===== config.mk =====
export PLATFORM = sky130hd
export DESIGN_NAME = ptn_seq_gen
export DESIGN_NICKNAME = d
export VERILOG_FILES = /design/src/rtl/ptn_pkg.sv /design/src/rtl/ptn_box_mover.sv /design/src/rtl/ptn_seq_gen.sv
export SDC_FILE = /design/constraint.sdc
export NUM_CORES = 1
export LEC_CHECK = 0
export CAP_MARGIN = 15
export CORE_UTILIZATION = 36
export DETAILED_ROUTE_END_ITERATION = 10
export SLEW_MARGIN = 20
export SYNTH_ARGS = -nofsm -noshare
export SYNTH_HDL_FRONTEND = slang
export SYNTH_SLANG_ARGS = --single-unit

===== constraint.sdc =====
create_clock -name PCK -period 4.23 [get_ports PCK]
set_input_delay 1.269 -clock PCK [delete_from_list [all_inputs] [get_ports PCK]]
set_output_delay 1.269 -clock PCK [all_outputs]
set_load 0.005 [all_outputs]

===== src/rtl/ptn_pkg.sv =====
// Shared definitions for the pattern sequence generator: pattern codes and the
// colour constants used by the pixel pipeline.
package ptn_pkg;

  typedef enum logic [1:0] {
    PTN_BARS = 2'd0,
    PTN_GRID = 2'd1,
    PTN_GRAD = 2'd2,
    PTN_BOX  = 2'd3
  } ptn_e;

  localparam logic [23:0] CLR_WHITE   = 24'hFFFFFF;
  localparam logic [23:0] CLR_YELLOW  = 24'hFFFF00;
  localparam logic [23:0] CLR_CYAN    = 24'h00FFFF;
  localparam logic [23:0] CLR_GREEN   = 24'h00FF00;
  localparam logic [23:0] CLR_MAGENTA = 24'hFF00FF;
  localparam logic [23:0] CLR_RED     = 24'hFF0000;
  localparam logic [23:0] CLR_BLUE    = 24'h0000FF;
  localparam logic [23:0] CLR_BLACK   = 24'h000000;
  localparam logic [23:0] CLR_BOX_BG  = 24'h000020;
  localparam logic [7:0]  GRAD_BLUE   = 8'h80;

  // Colour of bar idx, left to right across the active line
  function automatic logic [23:0] bar_color(input logic [2:0] idx);
    logic [23:0] clr;
    case (idx)
      3'd0:    clr = CLR_WHITE;
      3'd1:    clr = CLR_YELLOW;
      3'd2:    clr = CLR_CYAN;
      3'd3:    clr = CLR_GREEN;
      3'd4:    clr = CLR_MAGENTA;
      3'd5:    clr = CLR_RED;
      3'd6:    clr = CLR_BLUE;
      3'd7:    clr = CLR_BLACK;
      default: clr = CLR_BLACK;
    endcase
    return clr;
  endfunction

endpackage


===== src/rtl/ptn_box_mover.sv =====
// Bouncing-box position: moves one pixel per frame on each axis and reverses
// at the active-area edges, pausing for one frame on every bounce.
module ptn_box_mover
  import ptn_pkg::*;
#(
  parameter int H_ACTIVE = 640,
  parameter int V_ACTIVE = 480,
  parameter int BOX_SIZE = 32
) (
  input  logic       PCK,
  input  logic       RST,
  input  logic       FS,
  output logic [9:0] BOX_X,
  output logic [9:0] BOX_Y
);

  localparam logic [9:0] X_LIM = 10'(H_ACTIVE - BOX_SIZE);
  localparam logic [9:0] Y_LIM = 10'(V_ACTIVE - BOX_SIZE);

  logic [9:0] x_r;
  logic [9:0] y_r;
  logic       dx_r;
  logic       dy_r;
  logic [9:0] x_nxt_s;
  logic [9:0] y_nxt_s;
  logic       dx_nxt_s;
  logic       dy_nxt_s;

  // One axis step: returns {forward, position} for the next frame
  function automatic logic [10:0] axis_step(input logic [9:0] pos, input logic fwd,
                                            input logic [9:0] lim);
    logic [10:0] res;
    if (fwd) begin
      if (pos == lim) res = {1'b0, pos};
      else            res = {1'b1, pos + 10'd1};
    end else begin
      if (pos == 10'd0) res = {1'b1, pos};
      else              res = {1'b0, pos - 10'd1};
    end
    return res;
  endfunction

  // Next position; outputs show it during the FS pixel so frame 0,0 matches the rest of the frame
  always_comb begin
    {dx_nxt_s, x_nxt_s} = {dx_r, x_r};
    {dy_nxt_s, y_nxt_s} = {dy_r, y_r};
    if (FS) begin
      {dx_nxt_s, x_nxt_s} = axis_step(x_r, dx_r, X_LIM);
      {dy_nxt_s, y_nxt_s} = axis_step(y_r, dy_r, Y_LIM);
    end else begin
      {dx_nxt_s, x_nxt_s} = {dx_r, x_r};
      {dy_nxt_s, y_nxt_s} = {dy_r, y_r};
    end
  end

  // Position and direction registers
  always_ff @(posedge PCK) begin
    if (!RST) begin
      x_r  <= 10'd0;
      y_r  <= 10'd0;
      dx_r <= 1'b1;
      dy_r <= 1'b1;
    end else begin
      x_r  <= x_nxt_s;
      y_r  <= y_nxt_s;
      dx_r <= dx_nxt_s;
      dy_r <= dy_nxt_s;
    end
  end

  assign BOX_X = x_nxt_s;
  assign BOX_Y = y_nxt_s;

endmodule


===== src/rtl/ptn_seq_gen.sv =====
// Multi-pattern video source: decodes one of four test patterns from syncgen
// counters and delays DE/syncs so RGB and timing leave together after 2 clocks.
module ptn_seq_gen
  import ptn_pkg::*;
#(
  parameter int H_ACTIVE       = 640,
  parameter int V_ACTIVE       = 480,
  parameter int FRAMES_PER_PTN = 120,
  parameter int BOX_SIZE       = 32,
  parameter bit SYNC_ACT_LOW   = 1'b1
) (
  input  logic       PCK,
  input  logic       RST,
  input  logic [9:0] HCNT,
  input  logic [9:0] VCNT,
  input  logic       DE_IN,
  input  logic       HSYNC_IN,
  input  logic       VSYNC_IN,
  input  logic       AUTO,
  input  logic [1:0] PTN_SEL,
  output logic [7:0] VGA_R,
  output logic [7:0] VGA_G,
  output logic [7:0] VGA_B,
  output logic       VGA_DE,
  output logic       VGA_HSYNC,
  output logic       VGA_VSYNC,
  output logic [1:0] PTN_CUR
);

  localparam int             CNT_W     = (FRAMES_PER_PTN > 1) ? $clog2(FRAMES_PER_PTN) : 1;
  localparam logic [CNT_W-1:0] CNT_LAST = CNT_W'(FRAMES_PER_PTN - 1);
  localparam logic [9:0]     BAR_W     = 10'(H_ACTIVE / 8);
  localparam logic [9:0]     H_LAST    = 10'(H_ACTIVE - 1);
  localparam logic [9:0]     V_LAST    = 10'(V_ACTIVE - 1);
  localparam logic [10:0]    BOX_W     = 11'(BOX_SIZE);
  localparam logic           SYNC_IDLE = SYNC_ACT_LOW;

  logic             fs_s;
  logic [1:0]       ptn_r;
  logic [1:0]       ptn_nxt_s;
  logic [CNT_W-1:0] cnt_r;
  logic [CNT_W-1:0] cnt_nxt_s;
  logic [9:0]       box_x_s;
  logic [9:0]       box_y_s;
  logic [9:0]       bar_q_s;
  logic [2:0]       bar_idx_s;
  logic             grid_s;
  logic             in_box_s;

  logic [1:0]  s1_ptn_r;
  logic [2:0]  s1_bar_r;
  logic        s1_grid_r;
  logic        s1_box_r;
  logic [15:0] s1_grad_r;
  logic        s1_de_r;
  logic        s1_hs_r;
  logic        s1_vs_r;
  logic [23:0] pix_s;
  logic [23:0] rgb_r;
  logic        de_r;
  logic        hs_r;
  logic        vs_r;

  assign fs_s = (HCNT == 10'd0) && (VCNT == 10'd0);

  ptn_box_mover #(
    .H_ACTIVE (H_ACTIVE),
    .V_ACTIVE (V_ACTIVE),
    .BOX_SIZE (BOX_SIZE)
  ) u_box (
    .PCK   (PCK),
    .RST   (RST),
    .FS    (fs_s),
    .BOX_X (box_x_s),
    .BOX_Y (box_y_s)
  );

  // Pattern selection: manual follows PTN_SEL, auto advances every FRAMES_PER_PTN frames
  always_comb begin
    ptn_nxt_s = ptn_r;
    cnt_nxt_s = cnt_r;
    if (fs_s) begin
      if (AUTO) begin
        if (cnt_r == CNT_LAST) begin
          cnt_nxt_s = '0;
          ptn_nxt_s = ptn_r + 2'd1;
        end else begin
          cnt_nxt_s = cnt_r + CNT_W'(1);
          ptn_nxt_s = ptn_r;
        end
      end else begin
        cnt_nxt_s = '0;
        ptn_nxt_s = PTN_SEL;
      end
    end else begin
      ptn_nxt_s = ptn_r;
      cnt_nxt_s = cnt_r;
    end
  end

  // Frame counter and current pattern
  always_ff @(posedge PCK) begin
    if (!RST) begin
      ptn_r <= PTN_BARS;
      cnt_r <= '0;
    end else begin
      ptn_r <= ptn_nxt_s;
      cnt_r <= cnt_nxt_s;
    end
  end

  assign PTN_CUR = ptn_r;

  // Per-pixel geometry flags for stage 1
  always_comb begin
    bar_q_s   = HCNT / BAR_W;
    bar_idx_s = (bar_q_s > 10'd7) ? 3'd7 : bar_q_s[2:0];
    grid_s    = (HCNT[4:0] == 5'd0) || (VCNT[4:0] == 5'd0) ||
                (HCNT == H_LAST) || (VCNT == V_LAST);
    in_box_s  = ({1'b0, HCNT} >= {1'b0, box_x_s}) && ({1'b0, HCNT} < ({1'b0, box_x_s} + BOX_W)) &&
                ({1'b0, VCNT} >= {1'b0, box_y_s}) && ({1'b0, VCNT} < ({1'b0, box_y_s} + BOX_W));
  end

  // Stage 1: pattern decode, flags and timing
  always_ff @(posedge PCK) begin
    if (!RST) begin
      s1_ptn_r  <= PTN_BARS;
      s1_bar_r  <= 3'd0;
      s1_grid_r <= 1'b0;
      s1_box_r  <= 1'b0;
      s1_grad_r <= 16'd0;
      s1_de_r   <= 1'b0;
      s1_hs_r   <= SYNC_IDLE;
      s1_vs_r   <= SYNC_IDLE;
    end else begin
      s1_ptn_r  <= ptn_nxt_s;
      s1_bar_r  <= bar_idx_s;
      s1_grid_r <= grid_s;
      s1_box_r  <= in_box_s;
      s1_grad_r <= {HCNT[9:2], VCNT[8:1]};
      s1_de_r   <= DE_IN;
      s1_hs_r   <= HSYNC_IN;
      s1_vs_r   <= VSYNC_IN;
    end
  end

  // Colour from stage-1 flags; blanking forces black
  always_comb begin
    pix_s = CLR_BLACK;
    if (s1_de_r) begin
      case (s1_ptn_r)
        PTN_BARS: pix_s = bar_color(s1_bar_r);
        PTN_GRID: pix_s = s1_grid_r ? CLR_WHITE : CLR_BLACK;
        PTN_GRAD: pix_s = {s1_grad_r, GRAD_BLUE};
        PTN_BOX:  pix_s = s1_box_r ? CLR_WHITE : CLR_BOX_BG;
        default:  pix_s = CLR_BLACK;
      endcase
    end else begin
      pix_s = CLR_BLACK;
    end
  end

  // Stage 2: RGB, DE and syncs registered together
  always_ff @(posedge PCK) begin
    if (!RST) begin
      rgb_r <= CLR_BLACK;
      de_r  <= 1'b0;
      hs_r  <= SYNC_IDLE;
      vs_r  <= SYNC_IDLE;
    end else begin
      rgb_r <= pix_s;
      de_r  <= s1_de_r;
      hs_r  <= s1_hs_r;
      vs_r  <= s1_vs_r;
    end
  end

  assign {VGA_R, VGA_G, VGA_B} = rgb_r;
  assign VGA_DE    = de_r;
  assign VGA_HSYNC = hs_r;
  assign VGA_VSYNC = vs_r;

endmodule


* Word level (Yosys, flattened, before mapping)
Memory sizes are Yosys's and may differ from the RTL's. A register that Yosys moved wholly into a read port is not among the register bits.
Cells that the tools add are included.
** Word-level totals
- Output and inout bits :: 29
- Bits in registers :: 79
- Memory bits (writable) :: 0
- Input bits :: 28
- Memories :: 1
- Latch bits :: 0
- Logic and storage cells :: 73
- Memory bits (read-only) :: 192
** Memory list
- (name not given) :: words 8, bits a word 24, rd ports 1, clocked after Yosys merged registers in 1, wr ports 0, line ptn_pkg.sv:26 : case (idx)
** Cells by class
- Reductions and logical operators :: 16
- Bitwise logic cells :: 0
- Shifts and indexed selects :: 0
- Div/mod/pow operators :: 1
- Multiply operators :: 0
- Add/sub/neg operators :: 8
- Multiplexer cells :: 17
- Order comparisons :: 5
- Eq/ne operators :: 9
** Operator list (number)
- one-hot mux 24 bit (4 select lines) :: 1
- two-way mux 11 bit :: 6
- two-way mux 24 bit :: 2
- zero test 10 bit :: 4
- adder 10 x 6 -> 11 bit, second input constant :: 2
- < comparator 10 x 11 -> 1 bit :: 2
- adder 10 x 1 -> 10 bit, second input constant :: 2
- equality test 10 bit, second input constant :: 2
- equality test 10 x 9 -> 1 bit, second input constant :: 2
- >= comparator 10 bit :: 2
- two-way mux 10 bit :: 2
- subtractor 10 x 1 -> 10 bit, second input constant :: 2
- two-way mux 7 bit :: 2
- divider 10 x 7 -> 10 bit, second input constant :: 1
- > comparator 10 x 3 -> 1 bit, second input constant :: 1
- zero test 5 bit :: 2
- adder 7 x 1 -> 7 bit, second input constant :: 1
- equality test 7 bit, second input constant :: 1
- two-way mux 3 bit :: 2
- equality test 2 bit, second input constant :: 2
- logical AND 1 bit :: 4
- two-way mux 2 bit :: 2
- AND reduction 2 bit :: 2
- logical OR 1 bit :: 3
- other kinds (4) :: 4

* Longest topological paths before layout
Gate-level depths: netlist of the first run.
- Depth in word-level cells :: 9
- Mapped depth :: 19
- Gate-level depth less buffers :: 18

* Hierarchy
Synthesis of the first run repeated with hierarchy kept, for this count alone.
** Second synthesis, totals
- Cells, all modules :: 567
- Area total of the unflattened synthesis :: 4819.6 um^2
** Modules (own cells, without submodules)
- ptn_seq_gen :: seq. area each 1101.1 um^2, area each 2966.6 um^2, cells an instance 332, times used 1
- ptn_box_mover :: seq. area each 440.4 um^2, area each 1853.0 um^2, cells an instance 235, times used 1

* Worst setup path after synthesis of the first run
OpenSTA, ideal clock, no wires.
- Kind :: input to register
- Start :: input port HCNT[6]
- End :: register s1_box_r
- Setup slack :: -0.141 ns
- Buffers on the path :: 3
- Library setup time :: 0.088 ns
- Stages on the path :: 15
- Arrival :: 4.283 ns
- Required time :: 4.142 ns
- Path through :: buf_6 > or3_4 > or4_4 > buf_6 > clkbuf_1 > nor2_1 > xnor2_1 > inv_1 > ha_1 > and3_1 > xnor2_1 > ha_1 > o41ai_1 > a41oi_1 > nor4_2
** Between the ends
- Elaborated cells between the ends (all ways) :: 13
- Those cells by class :: add/sub: 2; order compare: 4; mux: 2; reduce/logical: 5
** RTL lines
- from (decl) :: line ptn_seq_gen.sv:14 : input logic [9:0] HCNT,
- zero test 10 bit (*) :: line ptn_seq_gen.sv:64 : assign fs_s = (HCNT == 10'd0) && (VCNT == 10'd0);
- logical AND 1 bit (*) :: line ptn_seq_gen.sv:64
- two-way mux 10 bit (*) :: line ptn_box_mover.sv:47 : if (FS) begin
- via box_y_s[5] :: line ptn_seq_gen.sv:44 : logic [9:0] box_y_s;
- adder 10 x 6 -> 11 bit or >= comparator 10 bit (tied branches) :: line ptn_seq_gen.sv:121 : ({1'b0, VCNT} >= {1'b0, box_y_s}) && ({1'b0, VCNT} < ({1'b0, box_y_s} + BOX_W));
- < comparator 10 x 11 -> 1 bit or logical AND 1 bit (tied branches) :: line ptn_seq_gen.sv:121, ptn_seq_gen.sv:120
- logical AND 1 bit (*) :: line ptn_seq_gen.sv:121
- to (signal assigned) :: line ptn_seq_gen.sv:139 : s1_box_r <= in_box_s;
- to (decl) :: line ptn_seq_gen.sv:53 : logic s1_box_r;
Mark *: on every way through the listed nets, which the timed path passes. The rest lies on a longest branch.
A chain may end at the register's enable or synchronous reset.

* Worst setup path in the final report of the first run
- Start :: input port HCNT[8]
- End :: register s1_box_r
** Between the ends
- Cells in the longest elaborated chain, start to end :: 8
- Elaborated cells between the ends (all ways) :: 13
- Those cells by class :: add/sub: 2; order compare: 4; mux: 2; reduce/logical: 5
** RTL lines
- zero test 10 bit :: line ptn_seq_gen.sv:64
- logical AND 1 bit :: line ptn_seq_gen.sv:64
- two-way mux 10 bit :: line ptn_box_mover.sv:47
- adder 10 x 6 -> 11 bit :: line ptn_seq_gen.sv:120 : in_box_s = ({1'b0, HCNT} >= {1'b0, box_x_s}) && ({1'b0, HCNT} < ({1'b0, box_x_s} + BOX_W)) &&
- < comparator 10 x 11 -> 1 bit :: line ptn_seq_gen.sv:120
- logical AND 1 bit (2 in a row) :: line ptn_seq_gen.sv:120
- logical AND 1 bit (*) :: line ptn_seq_gen.sv:121
Mark *: on every way between the ends. The rest lies on a longest branch, timed or not.

==> flow_summary.ini, run 1 <==
[setup_path]
path_class = input pin to flip-flop
cp_top_family = simple AND/OR/NAND/NOR gates
start_kind = input pin
path_max_fanout = 6
cp_num_buf_inv = 1
crit_required_ns = 4.48
crit_chain = clkdlybuf4s15_1, or3_4, or4_4, nor3b_4, xnor2_2, or3_4, xnor2_2, ha_2, or2_4, a21oi_4, a21oi_2, o31a_1, nor4_2
critPathArrivalTime_ns = 4.43
slowest_stage = or4_4
critPathMaxStageDelay_ns = 0.62
cp-end-kind = flip-flop

[grt]
grt_pass1_vias = 3869
grt_pass1_wl_mm = 18.4
grt_remaining_overflow = 0
grt_usage = 0.183
antenna_found_initial = 0
grt_max_degree = 31

[power]
vdd_drop_max_mv = 0.186
power.internal_w = 0.00124
p_per_area_mw_per_mm2 = 270
p_seq_frac = 0.451
swShare = 0.252
power_w = 0.00166
p_clk_frac = 0.452
leakagePower_nw = 2.59
p_sw_w = 0.000419
p_comb_frac = 0.096

[synth]
synth.most_common_cell = dfxtp_1
post_synth.cell_area_avg_um2 = 8.37
yosysWarnings = 0
syn_area_mm2 = 0.00442
ys_seq_area_frac = 0.349
synthFlopType = dfxtp_1
synth_nets = 599
syn_inst = 528
netlist.area_leader.share = 0.349
synth_area_leaders = dfxtp_1 35%, ha_1 12%, nor2_1 4.7%
synthArstFlopShare = 0
ys_seq_elements = 77
yosysTopAreaCell = dfxtp_1
synth-edff-count = 0
synthTopCellsByCount = 77 x dfxtp_1, 55 x nor2_1, 43 x ha_1, 35 x nand2_1, 32 x a21oi_1
synth_cell_types = 57

[detailed_routing]
route.antenna.remaining_nets = 0
drtPass1Iterations = 4
routedWlPerCell_um = 14.1
wirelength_mm = 11.2
drt_iter0_drc = 240
drc = 0
vias = 4071
via_per_inst = 5.10

[placement]
gp_congestion = 0.870
post_dp_cell_area_mm2 = 0.00551
port_buffers = 56
dp_hpwl_mm = 8.26

[clock_network]
hold_buffers = 0
htreeDepth = 3
numCtsBuffers = 9
clock_path_buffers = 2
path_clk_slew_ns = 0.07
clock_latency_ns = 0.34
cts_root_buf = clkbuf_16
cts_tree = built
cts_sinks = 77

[floorplan]
core-area_mm2 = 0.0120
die_h_um = 113
start_util = 0.369
die_w_um = 113
io_pins = 57
rows = 40
die_area_mm2 = 0.0127

[status]
status = finished clean

[sta]
setup_viol = 0
worst_pin_slew_ns = 0.605
drv_slew = 0
setup_tns_ns = 0
hold_violations = 0
fin_crit_ns = 4.18
skew_ns = 0.0113
fin_crit_sh = 0.988
maxClockFrequency_ghz = 0.239
relSlewSlack = 0.594

[cells_and_area]
insertedDiodeCount = 0
n_fill_cell = 1090
nets = 717
fin_area_mm2 = 0.00615
multiInputGateArea_mm2 = 0.00289
syn2layout_area_growth_pct = 39.3
fin_util = 0.514
register_area_mm2 = 0.00154
layout-drive-gt1-share = 0.240

[run]
drv_cap = 0

[hold_path]
hold_class = flip-flop to flip-flop
==> final cells by class <==
| cell class | count | share of cell area |
|---|---|---|
| Inverter | 27 | 0.0165 |
| Timing Repair Buffer | 137 | 0.186 |
| Multi-Input combinational cell | 394 | 0.470 |
| Sequential cell | 77 | 0.251 |
| Tap cell | 147 | 0.0299 |
| Clock inverter | 7 | 0.0102 |
| Clock buffer | 9 | 0.0366 |
==> stage by stage <==
stage	std cells	worst slack, ns	hold WS (ns)
after floorplan	528	-0.0275	0.386
after global placement	765	-0.559	0.397
after detailed placement	765	-0.640	0.392
after CTS	788	0.0150	0.407
after global routing	798	-0.0285	0.441
final	798	0.0529	0.404
==> flip-flops by register name, summed over array words and instances (netlist names), named ones only <==
| name | count |
|---|---|
| s1_grid_r | 1 |
| s1_de_r | 1 |
| s1_grad_r | 16 |
| VGA_VSYNC | 1 |
| cnt_r | 7 |
| VGA_DE | 1 |
| u_box.dx_r | 1 |
| s1_hs_r | 1 |
| rgb_r | 19 |
| s1_ptn_r | 2 |
| s1_box_r | 1 |
| s1_vs_r | 1 |
| u_box.dy_r | 1 |
| u_box.x_r | 10 |
| u_box.y_r | 10 |
| VGA_HSYNC | 1 |
==> per-layer routing <==
layer | vias to the layer above | global-route usage | wire length [µm] | share of wire
li1 | 2091 | - | - | -
met1 | 1869 | 0.234 | 5200 | 0.46
met2 | 99 | 0.306 | 5430 | 0.48
met3 | 12 | 0.0370 | 436 | 0.039
met4 | 0 | 0.0613 | 164 | 0.015
met5 | - | 0 | 0 | 0
==> cell families (layout without fill, tap and decap cells) <==
kind of cell,Yosys count,after routing,share of synthesized area
muxes,5,5,0.0113
adders and majority gates,44,44,0.124
xor gates and xnor gates,27,27,0.0535
and+or+nand+nor,217,217,0.262
buffers and inverters,57,180,0.0561
DFF,77,77,0.349
AOI/OAI and AO/OA,101,101,0.144
==> cells in the final DEF (no fill, tap or decap), drive strengths merged, types with 7 or more instances in the layout <==
master and instances:
clkdlybuf4s50 37, xor2 11, nand2b 9, clkbuf 16, and2 25, nand3 16, nor3 15, xnor2 16
nand4 12, nor2 55, a21o 8, nor4 7, buf 81, inv 33, dfxtp 77, ha 43
a21oi 32, o21ai 23, nor2b 9, nand2 35
==> worst paths after layout <==
check,from,endpoint,slack (ns),cells past startpoint
max,HCNT[8],s1_box_r,0.05,13
min,s1_vs_r,VGA_VSYNC,0.40,1
min reg2reg,s1_vs_r,VGA_VSYNC,0.40,1
max reg2reg,u_box.x_r[1],s1_box_r,0.29,16
==> power by group through the flow <==
stage          clock network (W)  registers [W]  logic [W]
6_report                0.000751       0.000750   0.000160
2_1_floorplan                  0       0.000767  0.0000662
3_5_place_dp                   0       0.000766   0.000152
5_1_grt                 0.000803       0.000752   0.000177
3_3_place_gp                   0       0.000766   0.000149
4_1_cts                 0.000768       0.000750   0.000154
==> what timing repair did <==
action / CTS / global route
buffers inserted: 6 / 10
endpoints found under the setup margin: 1 / 1
gates resized for setup: 37 / 58
gates cloned: 1 / 0
hold endpoints to repair: 0 / 0
pin swaps: 21 / 35
Power figures use the tool's default switching activity.
==> run 2, diff against run 1 <==
CORE_MARGIN = 1.5   (was not set)
==> run 2 against run 1 <==
Net effect:
- count of clock-buffer cells in the layout unchanged
- fmax down 0.20%
- die area up 1.8%
- clock skew down 0.0010 ns
- sequential cell count unchanged
- worst hold slack better by 0.0081 ns
- global-route usage down 1.0 points
- first-iteration DRC count down 16%
- setup slack worse by 0.0085 ns
- critical endpoint unchanged
==> flow_summary.ini, run 2 (synthesis gave the netlist of run 1 again) <==
[cells_and_area]
insertedDiodeCount = 0
top_regs = rgb_r: 19 flops, s1_grad_r: 16 flops
n_fill_cell = 1108
largest_reg_flops = 19
fin_cells = 796
final_common_cell = dfxtp_1
regMostFlops = rgb_r
syn2layout_area_growth_pct = 39.6
final_cell_mix = 77 x dfxtp_1, 73 x buf_4, 52 x nor2_1
layout-drive-gt1-share = 0.236
nets = 715
fin_util = 0.513

[floorplan]
io_pins = 57
die_h_um = 114
core-area_mm2 = 0.0120
rows = 40
die_area_mm2 = 0.0129
die_w_um = 114
start_util = 0.368

[placement]
dp_hpwl_mm = 8.31
dp.cells = 760
gp_congestion = 0.857
port_buffers = 56

[setup_path]
path_max_fanout = 5
r2r-start = u_box.x_r[1]
start_kind = input pin
reg2reg_to = s1_box_r
r2r_setup_slack_ns = 0.46
path_class = input pin to flip-flop
reg2reg_depth = 17
cp-end-kind = flip-flop
crit_required_ns = 4.49
critPathArrivalTime_ns = 4.44

[grt]
grt_max_degree = 31
grt_usage = 0.172
grt_pass1_vias = 3848
antenna_found_initial = 0
grt_pass1_wl_mm = 18.0
grt_remaining_overflow = 0

[sta]
hold_violations = 0
worst_pin_slew_ns = 0.557
drv_slew = 0
fin_crit_sh = 0.990
maxClockFrequency_ghz = 0.239
fin_crit_ns = 4.19
skew_ns = 0.0102
setup_viol = 0
relSlewSlack = 0.626

[power]
power.internal_w = 0.00129
p_clk_frac = 0.460
p_comb_frac = 0.094
p_sw_w = 0.000393
p_per_area_mw_per_mm2 = 272
swShare = 0.234
leakagePower_nw = 2.55
vdd_drop_max_mv = 0.215
p_seq_frac = 0.446

[detailed_routing]
drtPass1Iterations = 4
drt_iter0_drc = 202
route.antenna.remaining_nets = 0
via_per_inst = 5.23
routedWlPerCell_um = 14.7
vias = 4167
wirelength_mm = 11.7
drc = 0

[clock_network]
cts_sinks = 77
clock_path_buffers = 2
cts_tree = built
hold_buffers = 0
clock_latency_ns = 0.34
path_clk_slew_ns = 0.07
numCtsBuffers = 9
htreeDepth = 3
cts_root_buf = clkbuf_16

[hold_path]
whs_endpoint = VGA_HSYNC
hold_class = flip-flop to flip-flop
whs_path_depth = 1
min_from = s1_hs_r

[run]
drv_cap = 0

[status]
status = finished clean
run 2: cell count changes in the layout (fill, tap and decap cells not counted), moves of 3 or more:
cell / change
clkdlybuf4s15_1: -3
nand2_1: +3
inv_6: -3
clkbuf_2: -3
buf_4: -5
nand2_2: -3
dlymetal6s2s_1: -4
dlygate4sd2_1: +8
run 2: final cells by class:
type,instances,area (µm²),area share
inverter,27,101,0.0164
sequential,77,1540,0.250
tap,147,184,0.0298
clock buffer,9,225,0.0365
clock inverter,7,72.6,0.0118
timing repair buffer,135,1160,0.188
multi-input combinational,394,2880,0.467
run 2: worst max path at each step:
stage,cells after the start,slack (ns),endpoint,from
floorplan,14,-0.03,s1_box_r,HCNT[6]
global placement,14,-0.57,s1_box_r,VCNT[6]
detailed placement,15,-0.72,s1_box_r,VCNT[6]
CTS,13,0.002,s1_box_r,HCNT[7]
global route,18,-0.05,s1_box_r,VCNT[0]
finish,16,0.04,s1_box_r,VCNT[0]
run 2: per-stage QoR:
step	area [µm²]	hold WS (ns)	power (W)	setup WS [ns]	TNS, ns
after floorplan	4440	0.386	0.000833	-0.0275	-0.0275
after global placement	5470	0.394	0.000915	-0.571	-0.571
after detailed placement	5470	0.399	0.000918	-0.718	-0.718
after CTS	5890	0.416	0.00169	0.00193	0
after global routing	6170	0.435	0.00174	-0.0458	-0.0458
final	6170	0.412	0.00168	0.0443	0
run 2: power by group through the flow:
stage / registers, W / clock network [W] / logic [W]
after floorplan: 0.000767 / 0 / 0.0000662
after global placement: 0.000766 / 0 / 0.000149
after detailed placement: 0.000766 / 0 / 0.000151
after CTS: 0.000750 / 0.000786 / 0.000150
after global routing: 0.000752 / 0.000818 / 0.000173
final: 0.000750 / 0.000773 / 0.000157
run 2: critical path: stages:
cell,delay [ns]
clkdlybuf4s50_1,0.43
inv_1,0.08
nand2_1,0.13
buf_4,0.18
or4_4,0.49
nor2_4,0.15
mux2i_2,0.26
ha_1,0.27
nor2b_1,0.14
o21ai_1,0.14
a21oi_2,0.08
o21ai_1,0.13
a21oi_1,0.09
o41ai_2,0.30
a41oi_1,0.10
nor4_2,0.21
run 2: metal layers:
| layer | GRT usage | routed length [µm] |
|---|---|---|
| met5 | 0 | 0 |
| met4 | 0.0575 | 228 |
| met3 | 0.0298 | 435 |
| met2 | 0.299 | 5780 |
| met1 | 0.217 | 5230 |
run 2: repair_timing:
item | in CTS | in global routing
resized for setup | 32 | 58
pin swaps | 18 | 33
buffers inserted | 9 | 11
endpoints found under the setup margin | 1 | 1
==> run 3, diff against run 2 <==
CORE_MARGIN = not set   (was 1.5)
clock period = 4.37 ns   (was 4.23 ns; I/O delays follow)
==> run 3 against run 2 <==
Net effect:
- the flow now finishes with violations (design-rule violations)
- setup slack improved by 0.042 ns
- global-route usage increased by 1.5 points
- combinational power about the same
- power increased by 0.11%
- clock skew decreased by 0.0052 ns
- register-to-register slack got worse by 0.25 ns
- via count decreased by 2.6%
- non-clock buffer count decreased by 13
- critical path type unchanged
- critical endpoint unchanged
- largest power group unchanged
==> flow_summary.ini, run 3 (synthesis gave the netlist of run 1 again) <==
[status]
status = complete, but fails checks
violations = design-rule violations

[power]
power_w = 0.00168
vdd_drop_max_mv = 0.197
p_per_area_mw_per_mm2 = 277
leakagePower_nw = 2.52

[grt]
grt_max_degree = 30
grt_pass1_vias = 4002
grt_pass1_wl_mm = 19.0
grt_remaining_overflow = 0
antenna_found_initial = 0
grt_usage = 0.188

[sta]
worst_pin_slew_ns = 0.702
setup_tns_ns = 0
setup_viol = 0
drv_slew = 0
fin_crit_sh = 0.980
relSlewSlack = 0.531
skew_ns = 0.00502
setup_slack_ns = 0.0861
hold_violations = 0
fin_crit_ns = 4.28
maxClockFrequency_ghz = 0.233

[setup_path]
cp_top_family = simple AND/OR/NAND/NOR gates
path_depth = 16
reg2reg_depth = 17
path_class = input pin to flip-flop
r2r-start = u_box.x_r[1]
critPathMaxStageDelay_ns = 0.60
slowest_stage = or4_4
path_max_fanout = 5
crit_chain = dlygate4sd2_1, nor3_1, nand2_1, or4_4, buf_12, buf_6, nor2_4, xnor2_2, or3_4, xnor2_2, ha_1, or2_4, a21oi_2, a21oi_2, o31a_1, nor4_2
cp_num_buf_inv = 3
cp-startpoint = HCNT[1]
critPathArrivalTime_ns = 4.53
cp-end-kind = flip-flop
start_kind = input pin
crit_required_ns = 4.61

[hold_path]
whs_path_depth = 1
min_from = s1_vs_r
hold_class = flip-flop to flip-flop

[floorplan]
io_pins = 57
die_h_um = 113
die_w_um = 113
rows = 40
start_util = 0.369
core-area_mm2 = 0.0120
die_area_mm2 = 0.0127

[clock_network]
numCtsBuffers = 9
clock_latency_ns = 0.34
htreeDepth = 3
cts_root_buf = clkbuf_16
cts_tree = built
clock_path_buffers = 2
hold_buffers = 0
path_clk_slew_ns = 0.06
cts_sinks = 77

[placement]
post_dp_cell_area_mm2 = 0.00544
port_buffers = 56
dp_hpwl_mm = 8.53
gp_congestion = 0.855
place_ws_ns = -0.573

[cells_and_area]
final_cell_mix = 77 x dfxtp_1, 62 x buf_4, 51 x nor2_1
top_regs = rgb_r: 19 flops, s1_grad_r: 16 flops
layout-drive-gt1-share = 0.217
regMostFlops = rgb_r
final_common_cell = dfxtp_1
syn2layout_area_growth_pct = 37.5
n_fill_cell = 1120
nets = 702
fin_area_mm2 = 0.00607
fin_util = 0.508
largest_reg_flops = 19
insertedDiodeCount = 0

[detailed_routing]
drc = 1
route.antenna.remaining_nets = 0
routedWlPerCell_um = 15.1
drtPass1Iterations = 7
vias = 4058
wirelength_mm = 11.8
via_per_inst = 5.19
drt_iter0_drc = 257

[run]
drv_cap = 0
[run 3: cell type report]
| cell class | instances | area, µm² | area share |
|---|---|---|---|
| repair buffers | 122 | 1050 | 0.173 |
| flip-flops and latches | 77 | 1540 | 0.254 |
| well taps | 147 | 184 | 0.0303 |
| inverters | 27 | 101 | 0.0167 |
| multi-input cells | 394 | 2870 | 0.473 |
| clock buffers | 10 | 239 | 0.0394 |
| clock inverters | 5 | 85.1 | 0.0140 |
[run 3: worst reg2reg max path, stage by stage (launching register included)]
cell and delay (ns):
dfxtp_1 0.38, inv_1 0.14, ha_1 0.19, or4b_1 0.49
or4_1 0.53, nand3b_1 0.27, and2_4 0.22, nor2_2 0.10
a21oi_2 0.06, ha_1 0.31, nor2b_4 0.13, o21a_1 0.16
o211ai_1 0.21, a21boi_1 0.12, o31ai_2 0.29, a21oi_2 0.10
o31a_1 0.14, nor4_2 0.24
[run 3: what timing repair did]
item | CTS | global route
setup buffers | 8 | 2
endpoints found under the setup margin | 1 | 1
pin swaps | 19 | 32
gates resized for setup | 35 | 62
endpoints found under the hold margin | 0 | 0
[run 3: worst paths after layout]
check / end / slack, ns
worst max register to register: s1_box_r / 0.21
worst min-delay path: VGA_VSYNC / 0.41
worst max-delay path: s1_box_r / 0.09
worst min register to register: VGA_VSYNC / 0.41
[run 3: through the flow]
stage	cells	hold WS (ns)
after CTS	780	0.408
after floorplan	528	0.386
final	782	0.407
after detailed placement	757	0.394
after global placement	757	0.389
after global routing	782	0.442
[run 3: report_power, final]
group | leakage, nW | total, W | switching (W) | internal (W)
Clock | 0.155 | 0.000801 | 0.000288 | 0.000514
Sequential | 0.629 | 0.000726 | 0.00000490 | 0.000722
Combinational | 1.73 | 0.000155 | 0.0000729 | 0.0000818
Total | 2.52 | 0.00168 | 0.000365 | 0.00132
[run 3: metal layers]
layer / vias up / GRT usage / wire, µm
li1: 2053 / - / -
met1: 1911 / 0.231 / 5270
met2: 80 / 0.331 / 5850
met3: 14 / 0.0316 / 412
met4: 0 / 0.0631 / 240
met5: - / 0 / 0
